--- config.mk ---
export PLATFORM = sky130hd
export DESIGN_NAME = vga_pixel_pump
export DESIGN_NICKNAME = d
export VERILOG_FILES = /design/src/rtl/vga_pixel_pump.sv
export SDC_FILE = /design/constraint.sdc
export NUM_CORES = 1
export LEC_CHECK = 0
export ABC_AREA = 1
export BUFFER_PORTS_ARGS = -buffer_cell sky130_fd_sc_hd__buf_2
export CORE_ASPECT_RATIO = 2
export CORE_UTILIZATION = 45
export CTS_CLUSTER_SIZE = 30
export DETAILED_ROUTE_END_ITERATION = 12
export PLACE_DENSITY = 0.81
export SYNTH_ARGS = -nofsm -noshare
export SYNTH_HDL_FRONTEND = slang
export SYNTH_SLANG_ARGS = --single-unit
--- constraint.sdc ---
create_clock -name pixel_clk -period 3.75 [get_ports pixel_clk]
set_clock_uncertainty 0.2 [all_clocks]
set_input_delay 0.1875 -clock pixel_clk [delete_from_list [all_inputs] [get_ports pixel_clk]]
set_output_delay 0.1875 -clock pixel_clk [all_outputs]
set_load 0.1 [all_outputs]
--- src/rtl/vga_pixel_pump.sv ---
// vga_pixel_pump: pops framebuffer FIFO words onto visible pixels, frame-aligned with underflow recovery
module vga_pixel_pump #(
    parameter int          HDISP       = 800,
    parameter int          VDISP       = 480,
    parameter logic [23:0] UFLOW_COLOR = 24'hFF00FF
) (
    input  logic        pixel_clk,
    input  logic        pixel_rst,
    input  logic        enable,
    input  logic        timing_vs,
    input  logic        timing_blank,
    input  logic [23:0] fifo_rdata,
    input  logic        fifo_rempty,
    input  logic        fifo_ready,
    output logic        fifo_read,
    output logic [23:0] rgb,
    output logic        underflow,
    output logic        frame_err,
    output logic        running
);
    localparam int            FRAME   = HDISP * VDISP;
    localparam int            CW      = $clog2(FRAME + 1);
    localparam logic [CW-1:0] FRAME_N = CW'(FRAME);
    localparam logic [2:0]    IDLE = 3'd0, PRIME = 3'd1, WAIT_FRAME = 3'd2, RUN = 3'd3, DRAIN = 3'd4;

    logic [2:0]    state, state_nx;
    logic [CW-1:0] pop_cnt;
    logic [23:0]   rgb_nx;
    logic          vs_d, fsb, in_frame, uflow_hit;

    assign fsb       = vs_d & ~timing_vs;
    assign in_frame  = (state == RUN) | (state == DRAIN);
    assign uflow_hit = (state == RUN) & timing_blank & fifo_rempty;
    assign running   = state == RUN;

    // DRAIN pops regardless of BLANK to discard the rest of the frame, capped at one frame's worth
    always_comb begin
        fifo_read = (state == RUN)   ? timing_blank & ~fifo_rempty :
                    (state == DRAIN) ? ~fifo_rempty & (pop_cnt < FRAME_N) : 1'b0;
        rgb_nx    = ~timing_blank    ? 24'd0 :
                    (state == RUN)   ? (fifo_rempty ? UFLOW_COLOR : fifo_rdata) :
                    (state == DRAIN) ? UFLOW_COLOR : 24'd0;
        state_nx  = IDLE;
        case (state)
            IDLE:       state_nx = enable ? PRIME : IDLE;
            PRIME:      state_nx = ~enable ? IDLE : fifo_ready ? WAIT_FRAME : PRIME;
            WAIT_FRAME: state_nx = ~enable ? IDLE : fsb ? RUN : WAIT_FRAME;
            RUN:        state_nx = (fsb & ~enable) ? IDLE : uflow_hit ? DRAIN : RUN;
            DRAIN:      state_nx = ~fsb ? DRAIN : enable ? WAIT_FRAME : IDLE;
            default:    state_nx = IDLE;
        endcase
    end

    always_ff @(posedge pixel_clk or posedge pixel_rst) begin
        if (pixel_rst) begin
            state     <= IDLE;
            pop_cnt   <= '0;
            vs_d      <= 1'b1;
            rgb       <= '0;
            underflow <= 1'b0;
            frame_err <= 1'b0;
        end else begin
            state     <= state_nx;
            vs_d      <= timing_vs;
            pop_cnt   <= fsb ? '0 : pop_cnt + CW'(fifo_read);
            rgb       <= rgb_nx;
            underflow <= underflow | uflow_hit;
            frame_err <= fsb & in_frame & (pop_cnt != FRAME_N);
        end
    end
endmodule

==> results.yml, run 1 <==
clock_tree:
  cts_setup_buffers: 0
  cts_resized: 0
  clk_pin_slew_worst_paths_ps: 80
  cts_sinks: 49
  clock_path_buffers: 2
  h-tree-depth: 2
  cts_root_buf: "clkbuf_8"
  clk_latency_ps: 300
  cts_tree: "done"
  cts_buffers: 5
route:
  viasPerCell: 5.19
  final_antenna_net_count: 0
  drt_iter0_drc: 79
  drc: 0
  wl_mm: 6.27
  vias: 2107
  drt_first_pass_iters: 4
  wl_per_cell_um: 15.4
layout:
  num-nets-final: 384
  area_delta_synth_final_pct: 31.5
  drive_gt1_share_pct: 21.4
  n_antenna_cell: 0
  fillers: 373
yosys:
  ys_seq_area_share_pct: 55.7
  netlist_instances: 264
  synth_simple_gate_area_share_pct: 29.4
  syn-num-nets: 297
  synth_area_leaders: "dfrtp_1 (55%), nor2_1 (11%), nand2_1 (7.2%)"
  synth_area_sq_um: 2200
  synth_mux_area_share_pct: 0
  syn_area_per_cell_sq_um: 8.34
  synth_common_cells: "nor2_1 (63), dfrtp_1 (48), nand2_1 (42)"
  synth_area_leader_cell: "dfrtp_1"
  yosysMostFrequentCell: "nor2_1"
  synth_top_area_share_pct: 54.5
  synth_ff_type: "dfrtp_1"
  synth_edf_count: 0
  ys_warn_count: 0
  synth_top_family_by_area: "simple AND/OR/NAND/NOR gates"
  synth_compound_area_share_pct: 5.06
  synth_seq_cells: 49
  synthXorXnorAreaFrac_pct: 1.19
  synth_fa_ha_area_share_pct: 1.14
  async_flop_share_pct: 100
  yosysUniqueCellTypes: 24
floorplan:
  start_util_pct: 47.4
  ios: 59
  die_w_um: 51.5
  dieArea_sq_um: 5190
  fp-row-count: 35
  core-area_sq_um: 4640
  die_h_um: 101
hold_path:
  min_delay_path_depth: 3
  holdCritPathClass: "primary input to register"
outcome:
  outcome: "finished clean"
grt:
  grt_pass1_vias: 2173
  grt.overflow.total: 0
  gr-usage-all-layers_pct: 27.0
  antenna_found_initial: 0
  grt_max_degree: 50
  grt_pass1_wl_mm: 9.99
placed_design:
  routabilityCongestion: 0.911
  dp_hpwl_mm: 3.81
  port_buffers: 58
sta:
  tightestPinTransition_ps: 1010
  tns_ps: 0
  fmax_mhz: 346
  maxSlewHeadroom_pct: 32.3
  fin_crit_ps: 2890
  rsz0062_at_grt: "no"
  hold_viol: 0
  period_share_pct: 77.1
  drv_slew: 0
  finalSetupViolations: 0
power_and_ir_drop:
  power.switching_w: 0.000602
  power_density_nw_per_um2: 491
  total_power_w: 0.00142
  irDropWorstVdd_v: 0.000382
  intPower_w: 0.000820
  power_frac_clock_pct: 22.2
  leakage_nw: 1.51
  sw_frac_of_total_pct: 42.3
  sequentialPowerShare_pct: 42.0
  p_comb_share_pct: 35.8
worst_setup_path:
  worstSetupPathType: "register to register"
  cp.required_ps: 3740
  rr_worst_depth: 14
  critPathLaunchType: "register"
  worstSetupEndpointType: "register"
  cp_max_fo: 18
  cp.arrival_ps: 2890
flow_run:
  maxCapViolations: 0
==> registers in the layout, indices dropped and copies added, names as in the netlist <==
register and flops:
frame_err 1, pop_cnt 19, rgb 24, state 3, underflow 1, vs_d 1
==> worst paths after layout <==
check	start	slack [ps]	end
hold / removal	timing_blank	60	underflow
setup reg to reg	state[2]	860	pop_cnt[16]
setup / recovery	state[2]	860	pop_cnt[16]
hold reg to reg	underflow	270	underflow
max in group asynchronous	pixel_rst	2250	rgb[16]
min in group asynchronous	pixel_rst	470	rgb[6]
==> repair_timing <==
item	in CTS	in global routing
endpoints found under the hold margin	74	0
setup endpoints to repair	0	0
hold buffers	27	0
==> per-layer routing <==
metal  vias to the layer above  share of wire [%]  wire length, um  global-route usage, %
li1                       1001                  -                -                      -
met1                       995                 35             2210                   27.9
met2                        83                 55             3470                   47.9
met3                        28                4.7              296                   5.28
met4                         0                4.6              289                   16.6
met5                         -                  0                0                      0
==> logic make-up after synthesis <==
kind of cell | count (synthesis)
buffers and inverters | 41
adder cells (fa/ha/maj) | 2
XOR/XNOR | 3
AO/OA/AOI/OAI | 21
AND/OR/NAND/NOR | 148
flip-flops | 49
==> metrics by stage <==
step | instance area [sq um] | hold slack (ps) | utilization, % | instances | setup slack, ps
floorplan | 2200 | -8.02 | - | 264 | 67.2
global placement | 2540 | 103 | 54.7 | 372 | 1090
detailed placement | 2540 | 105 | 54.7 | 372 | 994
CTS | 2900 | 64.8 | 62.4 | 406 | 955
global route | 2900 | 63.7 | 62.4 | 406 | 516
finish | 2900 | 58.5 | 62.4 | 406 | 857
==> worst max-delay path, cell delays in order (launching register included) <==
cell	delay (ps)
dfrtp_1	430
nor3_4	250
inv_2	200
nor2_1	160
nand2_2	160
nand2_2	120
ha_1	270
ha_1	240
nand3_1	120
nor2_1	210
nand2_1	140
inv_1	100
nand2_1	50
nand2_1	80
a21oi_1	60
==> power groups by stage <==
stage	clock, W	sequential [W]	combinational [W]
2_1_floorplan	0	0.000841	0.000158
3_3_place_gp	0	0.000602	0.000471
3_5_place_dp	0	0.000604	0.000480
4_1_cts	0.000313	0.000594	0.000502
5_1_grt	0.000339	0.000600	0.000540
6_report	0.000316	0.000596	0.000509
==> placed cells by master, fill, tap and decap left out <==
master / count
o22ai_1: 1
o211ai_1: 2
nand2_2: 2
buf_4: 1
nand4_1: 3
inv_2: 3
o21ai_0: 8
nand2_4: 2
nor3_4: 1
nor2_4: 1
nor3b_1: 1
inv_1: 32
xor2_1: 3
clkbuf_8: 6
a21oi_1: 10
dlygate4sd3_1: 27
clkbuf_1: 1
nand2_1: 41
ha_1: 2
buf_2: 58
nor4_1: 1
nand3_1: 11
dfstp_2: 1
nor3_1: 22
nor2_1: 63
dfrtp_1: 48
==> layout make-up <==
cell class	count	area [sq um]	area share, %
Inverter	35	131	4.54
Sequential cell	49	1230	42.4
Tap cell	55	68.8	2.38
Clock buffer	7	86.3	2.98
Multi-Input combinational cell	174	813	28.1
Timing Repair Buffer	86	568	19.6
No activity file was read; power rests on OpenSTA's default activity.
==> run 2: changes to the inputs <==
Clock period 3.75 ns to 2.8 ns, I/O delays scaled along.
==> run 2 against run 1 <==
Compared with the run above:
- via count decreased by 1.3%
- cell area increased by 5.6%
- first-iteration DRC count decreased by 44%
- utilization increased by 3.5 points
- highest routed layer unchanged
==> results.yml, run 2 (synthesis results as in run 1) <==
power_and_ir_drop:
  leakage_nw: 1.56
  power_density_nw_per_um2: 684
  total_power_w: 0.00209
  irDropWorstVdd_v: 0.000532
floorplan:
  fp-row-count: 35
  die_w_um: 51.5
  dieArea_sq_um: 5190
  core-area_sq_um: 4640
  ios: 59
  die_h_um: 101
  start_util_pct: 47.4
layout:
  final_common_cell: "nor2_1"
  n_antenna_cell: 0
  fin_area_sq_um: 3060
  top_register: "rgb"
  fin_cells: 410
  num-nets-final: 387
  reg_top3: "rgb: 24 flops, pop_cnt: 19 flops, state: 3 flops"
  drive_gt1_share_pct: 24.8
  final_cell_mix: "nor2_1 (61), buf_2 (58), dfrtp_1 (48)"
  area_delta_synth_final_pct: 38.9
  largest_reg_flops: 24
placed_design:
  port_buffers: 58
  routabilityCongestion: 0.887
  dp_hpwl_mm: 3.76
  post_dp_cell_area_sq_um: 2640
  dp.cells: 374
clock_tree:
  cts_root_buf: "clkbuf_8"
  h-tree-depth: 2
  clk_latency_ps: 300
  clk_pin_slew_worst_paths_ps: 90
  cts_buffers: 5
  clock_path_buffers: 2
  cts_resized: 0
  cts_tree: "done"
  cts_sinks: 49
sta:
  finalSetupViolations: 0
  tns_ps: 0
  period_share_pct: 88.7
  tightestPinTransition_ps: 563
  hold_viol: 0
  fin_crit_ps: 2480
  maxSlewHeadroom_pct: 62.4
  rsz0062_at_grt: "no"
  drv_slew: 0
  fmax_mhz: 403
grt:
  grt.overflow.total: 0
  grt_pass1_wl_mm: 9.54
  grt_pass1_vias: 2226
  antenna_found_initial: 0
  grt_max_degree: 28
  gr-usage-all-layers_pct: 24.7
route:
  vias: 2080
  viasPerCell: 5.07
  wl_mm: 5.72
  drt_iter0_drc: 44
  wl_per_cell_um: 14.0
  drc: 0
  drt_first_pass_iters: 4
  final_antenna_net_count: 0
flow_run:
  maxCapViolations: 0
worst_setup_path:
  rrSetupSlack_ps: 320
  cp.arrival_ps: 2480
  cp.required_ps: 2800
  rr_worst_depth: 14
  worstSetupPathType: "register to register"
  critPathLaunchType: "register"
  cp_max_fo: 6
  worstSetupEndpointType: "register"
hold_path:
  min_delay_path_depth: 3
  holdCritPathClass: "primary input to register"
outcome:
  outcome: "finished clean"
-- run 2: power by group --
group,switching [W],internal [W]
Combinational,0.000555,0.000142
Sequential,0.0000264,0.000771
Clock,0.000238,0.000359
Total,0.000820,0.00127
-- run 2: final cells by class --
| class | count | area (sq um) |
|---|---|---|
| timing repair buffer | 89 | 593 |
| fill | 379 | 1580 |
| multi-input combinational | 174 | 900 |
| sequential | 49 | 1230 |
| inverter | 35 | 131 |
| clock buffer | 5 | 68.8 |
| clock inverter | 3 | 68.8 |
| tap | 55 | 68.8 |
-- run 2: metal layers --
layer  vias to the layer above  track usage [%]  routed length, um
met2                        83             46.9               3210
li1                       1005                -                  -
met1                       976             25.0               2010
met5                         -                0                  0
met3                        16             5.28                363
met4                         0             9.15                142
-- run 2: per-stage QoR --
stage | setup slack [ps] | hold WS (ps) | util (%)
floorplan | -397 | -55.5 | -
global placement | 404 | 24.5 | 56.9
detailed placement | 329 | 33.1 | 56.9
CTS | 332 | 22.2 | 65.9
global route | 150 | 31.9 | 65.9
finish | 317 | 22.5 | 65.9
-- run 2: critical path, cell delays in order (launching register included) --
cell     delay (ps)
dfrtp_1         380
inv_1           130
nand3_1         220
nor2_1          140
nand3_1         180
nand2_8         130
ha_4            170
ha_4            160
nand3_4          90
nor2_4          160
nand2_2         100
nor2_1          140
nand2_1          70
nand2_1          60
nor2_1           50
-- run 2: timing repair --
| item | in CTS | in global routing |
|---|---|---|
| endpoints found under the hold margin | 54 | 0 |
| hold buffers | 28 | 0 |
| buffers inserted | 0 | 0 |
-- run 2: worst paths after layout --
path | startpoint | endpoint
max in group asynchronous | pixel_rst | vs_d
max reg2reg | state[0] | pop_cnt[14]
max | state[0] | pop_cnt[14]
min in group asynchronous | pixel_rst | rgb[17]
min reg2reg | underflow | underflow
min | timing_blank | rgb[9]
==> run 3: changes to the inputs <==
Settings changed: RECOVER_POWER from default to 100.
==> run 3 against run 2 <==
Compared with the run above:
- total power is 1.4% lower
- fmax down 2.0%
- sequential power about the same
- die area is the same
==> results.yml, run 3 (synthesis results as in run 1) <==
outcome:
  outcome: "finished clean"
clock_tree:
  hold_buffers: 28
  h-tree-depth: 2
  cts_root_buf: "clkbuf_8"
  cts_tree: "done"
  clk_pin_slew_worst_paths_ps: 90
  cts_resized: 0
  cts_setup_buffers: 0
  clock_path_buffers: 2
  clk_latency_ps: 300
  cts_sinks: 49
  cts_buffers: 5
grt:
  gr-usage-all-layers_pct: 24.7
  grt_max_degree: 28
  antenna_found_initial: 0
  grt_pass1_wl_mm: 9.54
  grt.overflow.total: 0
  grt_pass1_vias: 2226
power_and_ir_drop:
  total_power_w: 0.00206
  power_density_nw_per_um2: 688
  irDropWorstVdd_v: 0.000533
  leakage_nw: 1.43
placed_design:
  port_buffers: 58
  dp_hpwl_mm: 3.76
  routabilityCongestion: 0.887
  dp.cells: 374
  place_ws_ps: 329
  post_dp_cell_area_sq_um: 2640
floorplan:
  die_h_um: 101
  fp-row-count: 35
  die_w_um: 51.5
  dieArea_sq_um: 5190
  ios: 59
  core-area_sq_um: 4640
  start_util_pct: 47.4
worst_setup_path:
  cp_max_fo: 9
  cp_num_buf_inv: 2
  cp_top_family: "simple AND/OR/NAND/NOR gates"
  worst_path_most_repeated_cell: "nor2_1"
  critPathLaunchType: "register"
  worstSetupEndpointType: "register"
  slowest_delay_ps: 360
  critical_path.cell_chain: "inv_1, nor3_4, inv_1, nor2_1, nand2_4, nand2_8, ha_4, ha_4, nand3_4, nor2_4, nand2_2, nor2_1, nand2_1, nand2_1, nor2_1"
  cp.required_ps: 2800
  crit_path_top_delay_cell: "dfrtp_1"
  cp.arrival_ps: 2530
  worstSetupPathType: "register to register"
sta:
  fin_crit_ps: 2530
  tightestPinTransition_ps: 1210
  hold_slack_ps: 5.87
  rsz0062_at_grt: "no"
  drv_slew: 0
  hold_viol: 0
  fmax_mhz: 395
  period_share_pct: 90.5
  maxSlewHeadroom_pct: 19.4
  finalSetupViolations: 0
  fin_ws_ps: 266
route:
  drt_first_pass_iters: 4
  wl_mm: 5.71
  viasPerCell: 5.08
  drc: 0
  vias: 2083
  drt_iter0_drc: 52
  wl_per_cell_um: 13.9
  final_antenna_net_count: 0
layout:
  n_antenna_cell: 0
  area_delta_synth_final_pct: 36.3
  final_cell_mix: "nor2_1 (62), dfrtp_1 (48), nand2_1 (41)"
  reg_top3: "rgb: 24 flops, pop_cnt: 19 flops, state: 3 flops"
  top_register: "rgb"
  fin_cells: 410
  multi_input_area_sq_um: 882
  fin_area_sq_um: 3000
  num-nets-final: 387
  largest_reg_flops: 24
  regArea_sq_um: 1230
  drive_gt1_share_pct: 15.2
  fillers: 394
  final_common_cell: "nor2_1"
flow_run:
  maxCapViolations: 0
hold_path:
  holdCritPathClass: "primary input to register"
run 3: changes by cell type in the layout (fill, tap and decap cells not counted), moves of 2 or more:
cell | previous run | this run
buf_2 | 58 | 31
inv_1 | 32 | 35
clkbuf_1 | 0 | 28
o21ai_0 | 6 | 8
nand2_1 | 39 | 41
inv_2 | 3 | 0
buf_4 | 3 | 1
o21ai_1 | 2 | 0
run 3: layout make-up:
class                           instances  share of cell area, %
Multi-Input combinational cell        174                   29.4
Timing Repair Buffer                   89                   18.4
Clock inverter                          3                   2.29
Sequential cell                        49                   40.9
Clock buffer                            5                   2.29
Tap cell                               55                   2.29
Inverter                               35                   4.38
run 3: through the flow:
stage	utilization, %	setup TNS [ps]
after floorplan	-	-3290
after global placement	56.9	0
after detailed placement	56.9	0
after CTS	65.9	0
after global routing	64.6	0
final	64.6	0
run 3: report_power, final:
group / switching (W) / total, W / internal (W)
clock network: 0.000236 / 0.000595 / 0.000359
logic: 0.000549 / 0.000671 / 0.000122
registers: 0.0000261 / 0.000797 / 0.000771
total: 0.000811 / 0.00206 / 0.00125
run 3: worst paths after layout:
check / from / endpoint / slack [ps] / depth (start not counted)
max in group asynchronous: pixel_rst / vs_d / 860 / 4
worst min-delay path: timing_blank / rgb[9] / 6 / 3
worst max-delay path: state[1] / pop_cnt[14] / 270 / 15
worst max register to register: state[1] / pop_cnt[14] / 270 / 15
worst min register to register: underflow / underflow / 280 / 2
min in group asynchronous: pixel_rst / rgb[17] / 410 / 3
run 3: worst min-delay path, delay by kind of cell:
kind / cells / cell delay (ps)
buffers and inverters: 1 / 130
and+or+nand+nor: 2 / 200
run 3: metal layers:
metal	wire length [um]	share of wire (%)	track usage [%]	vias up
met5	0	0	0	-
met4	146	2.6	9.15	0
met3	349	6.1	5.28	18
met2	3190	56	46.9	81
met1	2030	35	25.0	978
li1	-	-	-	1006
